**src/rtl/lsq_pkg.sv**
```systemverilog
// Shared types for the load/store queue: entry payload and issue FSM states.
package lsq_pkg;

  localparam int unsigned LSQ_PC_W   = 12;
  localparam int unsigned LSQ_ADDR_W = 32;
  localparam int unsigned LSQ_DATA_W = 32;

  typedef struct packed {
    logic                  is_load;
    logic [LSQ_PC_W-1:0]   pc;
    logic [LSQ_ADDR_W-1:0] addr;
    logic [LSQ_DATA_W-1:0] data;
    logic                  valid;
    logic                  addr_valid;
    logic                  committed;
  } lsq_entry_t;

  typedef enum logic [1:0] {
    IDLE     = 2'd0,
    REQ      = 2'd1,
    WAIT_RSP = 2'd2,
    DRAIN    = 2'd3
  } lsq_state_e;

endpackage

```
**src/rtl/lsq_ptr.sv**
```systemverilog
// Wrap pointer: index bits plus a wrap MSB; load takes priority over increment.
module lsq_ptr #(
  parameter int unsigned PTR_W = 5
) (
  input  logic             clk,
  input  logic             reset,
  input  logic             inc,
  input  logic             load,
  input  logic [PTR_W-1:0] load_val,
  output logic [PTR_W-1:0] ptr
);

  logic [PTR_W-1:0] ptr_q, ptr_d;

  always_comb begin
    ptr_d = ptr_q;
    if (load) begin
      ptr_d = load_val;
    end else if (inc) begin
      ptr_d = ptr_q + PTR_W'(1);
    end
  end

  always_ff @(posedge clk or posedge reset) begin
    if (reset) begin
      ptr_q <= '0;
    end else begin
      ptr_q <= ptr_d;
    end
  end

  assign ptr = ptr_q;

endmodule

```
**src/rtl/lsq_ring.sv**
```systemverilog
// Circular load/store queue: in-order alloc, out-of-order execute writeback,
// in-order memory issue from the head with one outstanding transaction.
module lsq_ring
  import lsq_pkg::*;
#(
  parameter int unsigned NUM_ENTRIES = 16,
  parameter int unsigned PC_WIDTH    = 12,
  parameter int unsigned ADDR_WIDTH  = 32,
  parameter int unsigned DATA_WIDTH  = 32,
  localparam int unsigned IDX_W      = $clog2(NUM_ENTRIES),
  localparam int unsigned PTR_W      = IDX_W + 1
) (
  input  logic                  clk,
  input  logic                  reset,
  input  logic                  alloc_valid,
  output logic                  alloc_ready,
  input  logic                  alloc_is_load,
  input  logic [PC_WIDTH-1:0]   alloc_pc,
  output logic [IDX_W-1:0]      alloc_idx,
  input  logic                  ex_valid,
  input  logic [IDX_W-1:0]      ex_idx,
  input  logic [ADDR_WIDTH-1:0] ex_addr,
  input  logic [DATA_WIDTH-1:0] ex_data,
  input  logic                  commit_valid,
  input  logic [IDX_W-1:0]      commit_idx,
  input  logic                  flush,
  output logic                  mem_req_valid,
  input  logic                  mem_req_ready,
  output logic                  mem_req_we,
  output logic [ADDR_WIDTH-1:0] mem_req_addr,
  output logic [DATA_WIDTH-1:0] mem_req_wdata,
  input  logic                  mem_rsp_valid,
  input  logic [DATA_WIDTH-1:0] mem_rsp_data,
  output logic                  ld_wb_valid,
  output logic [IDX_W-1:0]      ld_wb_idx,
  output logic [PC_WIDTH-1:0]   ld_wb_pc,
  output logic [DATA_WIDTH-1:0] ld_wb_data,
  output logic [PTR_W-1:0]      count
);

  logic [PTR_W-1:0] head_q, tail_q;
  logic [PTR_W-1:0] tail_flush;
  logic [IDX_W-1:0] head_idx, tail_idx;
  logic             full, alloc_fire, retire;

  lsq_entry_t entries_q [NUM_ENTRIES];
  lsq_entry_t entries_d [NUM_ENTRIES];
  lsq_entry_t head_e;

  lsq_state_e            state_q, state_d;
  logic                  mem_req_valid_q, mem_req_valid_d;
  logic                  mem_req_we_q, mem_req_we_d;
  logic [ADDR_WIDTH-1:0] mem_req_addr_q, mem_req_addr_d;
  logic [DATA_WIDTH-1:0] mem_req_wdata_q, mem_req_wdata_d;
  logic                  ld_wb_valid_q, ld_wb_valid_d;
  logic [IDX_W-1:0]      ld_wb_idx_q, ld_wb_idx_d;
  logic [PC_WIDTH-1:0]   ld_wb_pc_q, ld_wb_pc_d;
  logic [DATA_WIDTH-1:0] ld_wb_data_q, ld_wb_data_d;

  logic head_elig, head_commit_eff, kill_head;

  lsq_ptr #(.PTR_W(PTR_W)) u_head (
    .clk      (clk),
    .reset    (reset),
    .inc      (retire),
    .load     (1'b0),
    .load_val ('0),
    .ptr      (head_q)
  );

  lsq_ptr #(.PTR_W(PTR_W)) u_tail (
    .clk      (clk),
    .reset    (reset),
    .inc      (alloc_fire),
    .load     (flush),
    .load_val (tail_flush),
    .ptr      (tail_q)
  );

  assign head_idx    = head_q[IDX_W-1:0];
  assign tail_idx    = tail_q[IDX_W-1:0];
  assign full        = (head_idx == tail_idx) && (head_q[IDX_W] != tail_q[IDX_W]);
  assign alloc_ready = !full && !flush;
  assign alloc_fire  = alloc_valid && alloc_ready;
  assign alloc_idx   = tail_idx;
  assign count       = tail_q - head_q;
  assign head_e      = entries_q[head_idx];

  assign head_elig = head_e.valid && head_e.addr_valid && (head_e.is_load || head_e.committed);
  // A commit landing in the flush cycle still protects the head entry.
  assign head_commit_eff = head_e.committed ||
                           (commit_valid && (commit_idx == head_idx) && head_e.valid);
  assign kill_head = flush && !head_commit_eff;

  // Issue FSM: one memory transaction at a time, always for the head entry.
  always_comb begin
    state_d         = state_q;
    mem_req_valid_d = mem_req_valid_q;
    mem_req_we_d    = mem_req_we_q;
    mem_req_addr_d  = mem_req_addr_q;
    mem_req_wdata_d = mem_req_wdata_q;
    ld_wb_valid_d   = 1'b0;
    ld_wb_idx_d     = ld_wb_idx_q;
    ld_wb_pc_d      = ld_wb_pc_q;
    ld_wb_data_d    = ld_wb_data_q;
    retire          = 1'b0;

    case (state_q)
      IDLE: begin
        if (head_elig && !kill_head) begin
          mem_req_valid_d = 1'b1;
          mem_req_we_d    = !head_e.is_load;
          mem_req_addr_d  = ADDR_WIDTH'(head_e.addr);
          mem_req_wdata_d = head_e.is_load ? '0 : DATA_WIDTH'(head_e.data);
          state_d         = REQ;
        end
      end
      REQ: begin
        if (mem_req_ready) begin
          mem_req_valid_d = 1'b0;
          if (mem_req_we_q) begin
            retire  = 1'b1;
            state_d = IDLE;
          end else if (kill_head) begin
            state_d = DRAIN;
          end else begin
            state_d = WAIT_RSP;
          end
        end else if (kill_head && !mem_req_we_q) begin
          mem_req_valid_d = 1'b0;
          state_d         = IDLE;
        end
      end
      WAIT_RSP: begin
        if (mem_rsp_valid) begin
          state_d = IDLE;
          // A response racing a flush of its uncommitted load is simply dropped.
          if (!kill_head) begin
            ld_wb_valid_d = 1'b1;
            ld_wb_idx_d   = head_idx;
            ld_wb_pc_d    = PC_WIDTH'(head_e.pc);
            ld_wb_data_d  = mem_rsp_data;
            retire        = 1'b1;
          end
        end else if (kill_head) begin
          state_d = DRAIN;
        end
      end
      DRAIN: begin
        if (mem_rsp_valid) begin
          state_d = IDLE;
        end
      end
      default: state_d = IDLE;
    endcase
  end

  // Entry updates, applied in order: alloc, execute, commit, retire, flush.
  always_comb begin
    logic [PTR_W-1:0] keep_cnt;
    keep_cnt = '0;
    for (int unsigned i = 0; i < NUM_ENTRIES; i++) begin
      entries_d[IDX_W'(i)] = entries_q[IDX_W'(i)];
    end

    if (alloc_fire) begin
      entries_d[tail_idx].is_load    = alloc_is_load;
      entries_d[tail_idx].pc         = LSQ_PC_W'(alloc_pc);
      entries_d[tail_idx].valid      = 1'b1;
      entries_d[tail_idx].addr_valid = 1'b0;
      entries_d[tail_idx].committed  = 1'b0;
    end

    if (ex_valid && entries_q[ex_idx].valid && !(retire && (ex_idx == head_idx))) begin
      entries_d[ex_idx].addr       = LSQ_ADDR_W'(ex_addr);
      entries_d[ex_idx].data       = LSQ_DATA_W'(ex_data);
      entries_d[ex_idx].addr_valid = 1'b1;
    end

    if (commit_valid && entries_q[commit_idx].valid) begin
      entries_d[commit_idx].committed = 1'b1;
    end

    if (retire) begin
      entries_d[head_idx].valid      = 1'b0;
      entries_d[head_idx].addr_valid = 1'b0;
      entries_d[head_idx].committed  = 1'b0;
    end

    if (flush) begin
      for (int unsigned i = 0; i < NUM_ENTRIES; i++) begin
        if (!entries_d[IDX_W'(i)].committed) begin
          entries_d[IDX_W'(i)].valid = 1'b0;
        end
        keep_cnt = keep_cnt +
                   PTR_W'(entries_d[IDX_W'(i)].valid & entries_d[IDX_W'(i)].committed);
      end
    end

    // Committed survivors are a contiguous prefix from the post-retire head.
    tail_flush = head_q + PTR_W'(retire) + keep_cnt;
  end

  always_ff @(posedge clk or posedge reset) begin
    if (reset) begin
      for (int unsigned i = 0; i < NUM_ENTRIES; i++) begin
        entries_q[IDX_W'(i)] <= '0;
      end
      state_q         <= IDLE;
      mem_req_valid_q <= 1'b0;
      mem_req_we_q    <= 1'b0;
      mem_req_addr_q  <= '0;
      mem_req_wdata_q <= '0;
      ld_wb_valid_q   <= 1'b0;
      ld_wb_idx_q     <= '0;
      ld_wb_pc_q      <= '0;
      ld_wb_data_q    <= '0;
    end else begin
      for (int unsigned i = 0; i < NUM_ENTRIES; i++) begin
        entries_q[IDX_W'(i)] <= entries_d[IDX_W'(i)];
      end
      state_q         <= state_d;
      mem_req_valid_q <= mem_req_valid_d;
      mem_req_we_q    <= mem_req_we_d;
      mem_req_addr_q  <= mem_req_addr_d;
      mem_req_wdata_q <= mem_req_wdata_d;
      ld_wb_valid_q   <= ld_wb_valid_d;
      ld_wb_idx_q     <= ld_wb_idx_d;
      ld_wb_pc_q      <= ld_wb_pc_d;
      ld_wb_data_q    <= ld_wb_data_d;
    end
  end

  assign mem_req_valid = mem_req_valid_q;
  assign mem_req_we    = mem_req_we_q;
  assign mem_req_addr  = mem_req_addr_q;
  assign mem_req_wdata = mem_req_wdata_q;
  assign ld_wb_valid   = ld_wb_valid_q;
  assign ld_wb_idx     = ld_wb_idx_q;
  assign ld_wb_pc      = ld_wb_pc_q;
  assign ld_wb_data    = ld_wb_data_q;

endmodule

```
**config.mk**
```make
export PLATFORM = sky130hd
export DESIGN_NAME = lsq_ring
export DESIGN_NICKNAME = d
export VERILOG_FILES = /design/src/rtl/lsq_pkg.sv /design/src/rtl/lsq_ptr.sv /design/src/rtl/lsq_ring.sv
export SDC_FILE = /design/constraint.sdc
export NUM_CORES = 2
export LEC_CHECK = 0
export CORE_MARGIN = 4
export CORE_UTILIZATION = 40
export DETAILED_ROUTE_END_ITERATION = 6
export GPL_ROUTABILITY_DRIVEN = 0
export PLACE_DENSITY = 0.66
export RECOVER_POWER = 50
export REMOVE_ABC_BUFFERS = 1
export SYNTH_ARGS = -nofsm -noshare
export SYNTH_HDL_FRONTEND = slang
export SYNTH_SLANG_ARGS = --single-unit
export TNS_END_PERCENT = 50
```
**constraint.sdc**
```tcl
create_clock -name clk -period 100.7 [get_ports clk]
set_input_delay 10.07 -clock clk [delete_from_list [all_inputs] [get_ports clk]]
set_output_delay 10.07 -clock clk [all_outputs]
set_load 0.005 [all_outputs]
```
* Word level (Yosys, flattened, before mapping) *
Index checks and enable logic that the tools add are counted.

word-level totals
  flip-flop bits (word level) = 1407
  input port bits = 125
  output and inout port bits = 125
  word-level logic and storage cells = 337

operators by class
  $add $sub $neg = 20
  magnitude comparators = 8
  eq/ne operators = 11
  mux-type cells = 120
  bitwise gates (word level) = 21
  reduce and logical (&&, ||, !) cells = 34

operators with widths
  cell                 count
  $bwmux 1280          12
  $mux 1280            4
  $demux 80 s4         12
  $bmux 80 s4          3
  $mux 80              3
  $mux 79              1
  $mux 67              1
  $add 5x1->5          12
  $mux 1               60
  $mux 35              1
  $mux 32              1
  $ge 5x5->1 const B   4
  $lt 5x1->1 const B   4
  $mux 2               10
  $not 4->5            4
  $logic_and 1x1->1    18
  $mux 3               6
  $and 1x1->1          16
  $mux 5               3
  $eq 4x4->1           3
  $add 5x1->5 const B  2
  $pmux 2 s4           1
  $logic_not 1->1      7
  $ne 3x3->1 const B   2
  other kinds (18)     24

* Logic depth before layout (Yosys ltp) *
  word-level depth = 42
  depth in mapped cells = 31
  gate-level depth less buffers = 27

* By module *
A second synthesis with hierarchy kept.

second synthesis, totals
  cells, all modules = 4224
  area, all modules = 63835.0 µm²

by module, submodules not included
  module    instances  cells an instance  area an instance (µm²)  seq. area each (µm²)
  lsq_ring  1          4172               63334.5                 34958.5
  lsq_ptr   2          26                 250.2                   125.1

* Worst setup path before layout *
No wires, ideal clock.

  path type = input -> output
  from = input flush
  to = output alloc_ready
  data arrival time = 10.387 ns
  data required time = 90.630 ns
  setup slack = 80.243 ns
  stages = 2
  buffers on the path = 1
  path through = clkbuf_1 -> a21oi_1

on the way
  cells in the longest elaborated chain, start to end = 2

RTL lines
  item                RTL line        text
  start: declaration  lsq_ring.sv:26  input logic flush,
  $logic_not 1->1     lsq_ring.sv:83  assign alloc_ready = !full && !flush;
  $logic_and 1x1->1   lsq_ring.sv:83
  end: declaration    lsq_ring.sv:16  output logic alloc_ready,

No other way between the ends.

==> results by group <==
Floorplan
  – Initial Util: 0.4025
  – Row Count: between 100 and 150
  – # IOs: 250
  – Die width: just over 400 µm
  – Floorplan die height: approximately 410 µm
  – Core ar.: 158400 µm²
  – Area of the die: 165800 µm²

Synth
  – Largest area contributor in the synthesized netlist: sky130_fd_sc_hd__dfrtp_1
  – Fraction of registers with async set or reset after synthesis: 1.000
  – Distinct cell type count after synthesis: 54
  – Primary flip-flop cell chosen by synthesis mapping: sky130_fd_sc_hd__dfrtp_1
  – Sequential cell area fraction in the yosys report: 0.5523
  – Cell types occupying the most area after synthesis: sky130_fd_sc_hd__dfrtp_1, sky130_fd_sc_hd__mux4_2, sky130_fd_sc_hd__mux2_1
  – Ys Warns: 0
  – Cells after Synth: roughly 4300
  – Avg Inst Size Synth: 14.66 µm²
  – Most frequent cell after synthesis: sky130_fd_sc_hd__dfrtp_1
  – Area of the mapped netlist: 63750 µm²
  – Proportion of netlist area held by the largest area contributor: 0.5523
  – Flop and latch count out of synthesis: 1407
  – Most instantiated cells after synthesis: sky130_fd_sc_hd__dfrtp_1, sky130_fd_sc_hd__mux2_1, sky130_fd_sc_hd__nand2_1
  – EDFF count, synth: 0

CTS
  – Total number of clock tree sinks: 1407
  – Worst-case clock buffer depth: 3
  – Hold buffers post-CTS: 0
  – Clock root cell: sky130_fd_sc_hd__clkbuf_16
  – Number of setup buffers added after CTS: 0
  – Number of gates resized after CTS: 0
  – Clock slew at reported path FFs: 0.06 ns
  – CTS tree: built
  – Source-to-sink clock delay at the later pin of the worst-skew pair: 0.78 ns
  – Inserted Clock Buffers: about 150
  – Clock H-tree levels: 4

Drt
  – Total wirelength of the detailed-routed design: ~160000 µm
  – DRC violation count after routing: 0
  – Via count of the routed design: 37476
  – Number of optimization iterations in the first detailed-route pass: 7
  – Initial detailed-routing violation count: 2997
  – DR vias/cell: 5.625
  – Average detailed-routed wire length per instance: 24.53 µm
  – Post-route ant nets: 0

Layout
  – Filler cells: 13782
  – Layout area overhead: 13.95%
  – # nets final: 4625
  – Share of layout cells above drive strength 1: 0.2271

STA
  – Unrepaired setup endpoints after global routing: no
  – Final min period: 23.70 ns
  – Worst hold slack: 0.4684 ns
  – Crit share post-route: 0.2354
  – Number of endpoints with negative hold slack in the final report: 0
  – Least-Margin Pin Slew: 9.296 ns
  – Number of setup violations in the final report: 0
  – Max Fclk: 42.19 MHz
  – Sum of negative setup slack: 0 ns
  – Clock skew: 0.04328 ns
  – Tightest slew margin relative to the limit: -5.198
  – Final number of max-transition violations: ~1600

Power
  – Static Leak: 35.77 nW
  – Power density relative to cell area: 19.12 nW/µm²
  – VDD IR max: around 0.000021 V

Flow run
  – Number of violations of the max-capacitance limit: 29

Critical path
  – Launch point of the worst reg-to-reg path: u_head.ptr[0]$_DFFE_PP0N_
  – Startpoint types: input pin
  – Cell count of the worst reg-to-reg path: 25
  – Category of the most critical setup path: input pin to asynchronous set/reset pin
  – Critical Path End Type: asynchronous set/reset pin
  – Setup slack of the most critical reg-to-reg path: 88.94 ns
  – Required time of the critical path: 101.44 ns
  – Max stage delay on crit path: 5.99 ns
  – Series of cell instances along the critical path: dlygate4sd3_1 -> clkinvlp_2 -> clkbuf_1 -> clkbuf_1 -> buf_4 -> buf_4
  – Cell at the slowest stage of the critical path: sky130_fd_sc_hd__clkbuf_1
  – Maximum fanout count along the critical path: 161
  – Worst reg2reg endpoint: u_tail.ptr[4]$_DFFE_PP0P_
  – Arrival time at the worst endpoint: 24.44 ns
  – Launching instance or port of the critical path: reset

Global route
  – Antenna violations before repair: 27
  – First-pass GRT wire length: between 200000 and 300000 µm
  – Total congestion overflow: 0
  – Pin count of the biggest net entering global routing: around 180
  – Number of global-route vias before repair: 39302
  – Total global-route track usage: 0.1979

Outcome
  – Failing checks: capacitance limit, slew limit
  – Run status: finished with violations

Min path
  – Worst min-delay path category: flip-flop to flip-flop

Placement
  – Dpl hpwl: 93120 µm
  – Number of buffers added on ports: 249
-- worst max-delay path: cells and delay by family --
kind / cells / cell delay, ns
buffers and inverters: 6 / 13.97
-- final cells by class --
cell class                 instances  area (µm²)  share of cell area
inverter                          31       125.1            0.001722
tap                             2072        2592             0.03568
sequential                      1407       35220              0.4847
multi-input combinational       2561       26790              0.3688
timing repair buffer             313        2938             0.04044
clock buffer                     230        4393             0.06047
clock inverter                    38       568.0            0.007819
antenna                           10       25.02           0.0003444
-- layer usage --
| metal | up-vias | share of wire | global-route usage |
|---|---|---|---|
| li1 | 15918 | - | - |
| met3 | 230 | 0.063 | 0.04362 |
| met4 | 14 | 0.018 | 0.04618 |
| met1 | 20243 | 0.45 | 0.2828 |
| met2 | 1071 | 0.46 | 0.3105 |
| met5 | - | 0.00063 | 0 |
-- power by group --
| group | total (mW) | leakage [nW] | internal [mW] | switching, mW |
|---|---|---|---|---|
| Clock | 0.555 | 2.43 | 0.325 | 0.231 |
| Sequential | 0.629 | 19.4 | 0.604 | 0.0253 |
| Combinational | 0.204 | 13.9 | 0.0964 | 0.108 |
-- kinds of logic (layout without fill, tap and decap cells) --
logic type / Yosys count / count (layout) / share of synthesized area
AO/OA/AOI/OAI: 134 / 134 / 0.01356
multiplexers: 1532 / 1532 / 0.3423
other: 0 / 10 / 0
XOR/XNOR: 25 / 25 / 0.003434
buffers and inverters: 381 / 612 / 0.02771
adder cells (fa/ha/maj): 37 / 37 / 0.008792
AND/OR/NAND/NOR: 833 / 833 / 0.05199
flip-flops: 1407 / 1407 / 0.5523
-- how the worst min path moves through the flow --
stage,slack [ns],cells past startpoint,start,to
floorplan,0.44,2,flip-flop,flip-flop
CTS,0.47,2,flip-flop,flip-flop
finish,0.47,2,flip-flop,flip-flop
global placement,0.45,2,flip-flop,flip-flop
detailed placement,0.46,2,flip-flop,flip-flop
global route,0.48,2,flip-flop,flip-flop
-- cells in the final DEF, fill, tap and decap left out, drive strengths merged, types with 9 or more instances in the layout --
master         instances
a211oi                18
a21oi                 31
a22oi                 11
buf                   48
bufinv                 9
clkbuf               246
clkdlybuf4s50        129
clkinv                21
dfrtp               1407
diode                 10
dlygate4sd3          120
fa                    13
ha                    24
inv                   37
mux2                1124
mux4                 406
nand2                692
nand3                 21
nor2                  54
nor2b                 10
nor3                  29
o21ai                 43
xnor2                 14
xor2                  11
-- metrics by stage --
stage / total power, mW / cells / util / setup WS, ns / instance area [µm²]
final: 1.389 / 6662 / 0.4587 / 77.00 / 72650
after global routing: 1.450 / 6653 / 0.4586 / 74.18 / 72630
after floorplan: 0.7955 / 3999 / - / 50.95 / 62100
after global placement: 0.8453 / 6383 / 0.4289 / 79.11 / 67920
after CTS: 1.409 / 6651 / 0.4602 / 79.12 / 72880
after detailed placement: 0.8494 / 6383 / 0.4289 / 79.12 / 67920
No activity file was read; power rests on OpenSTA's default activity.
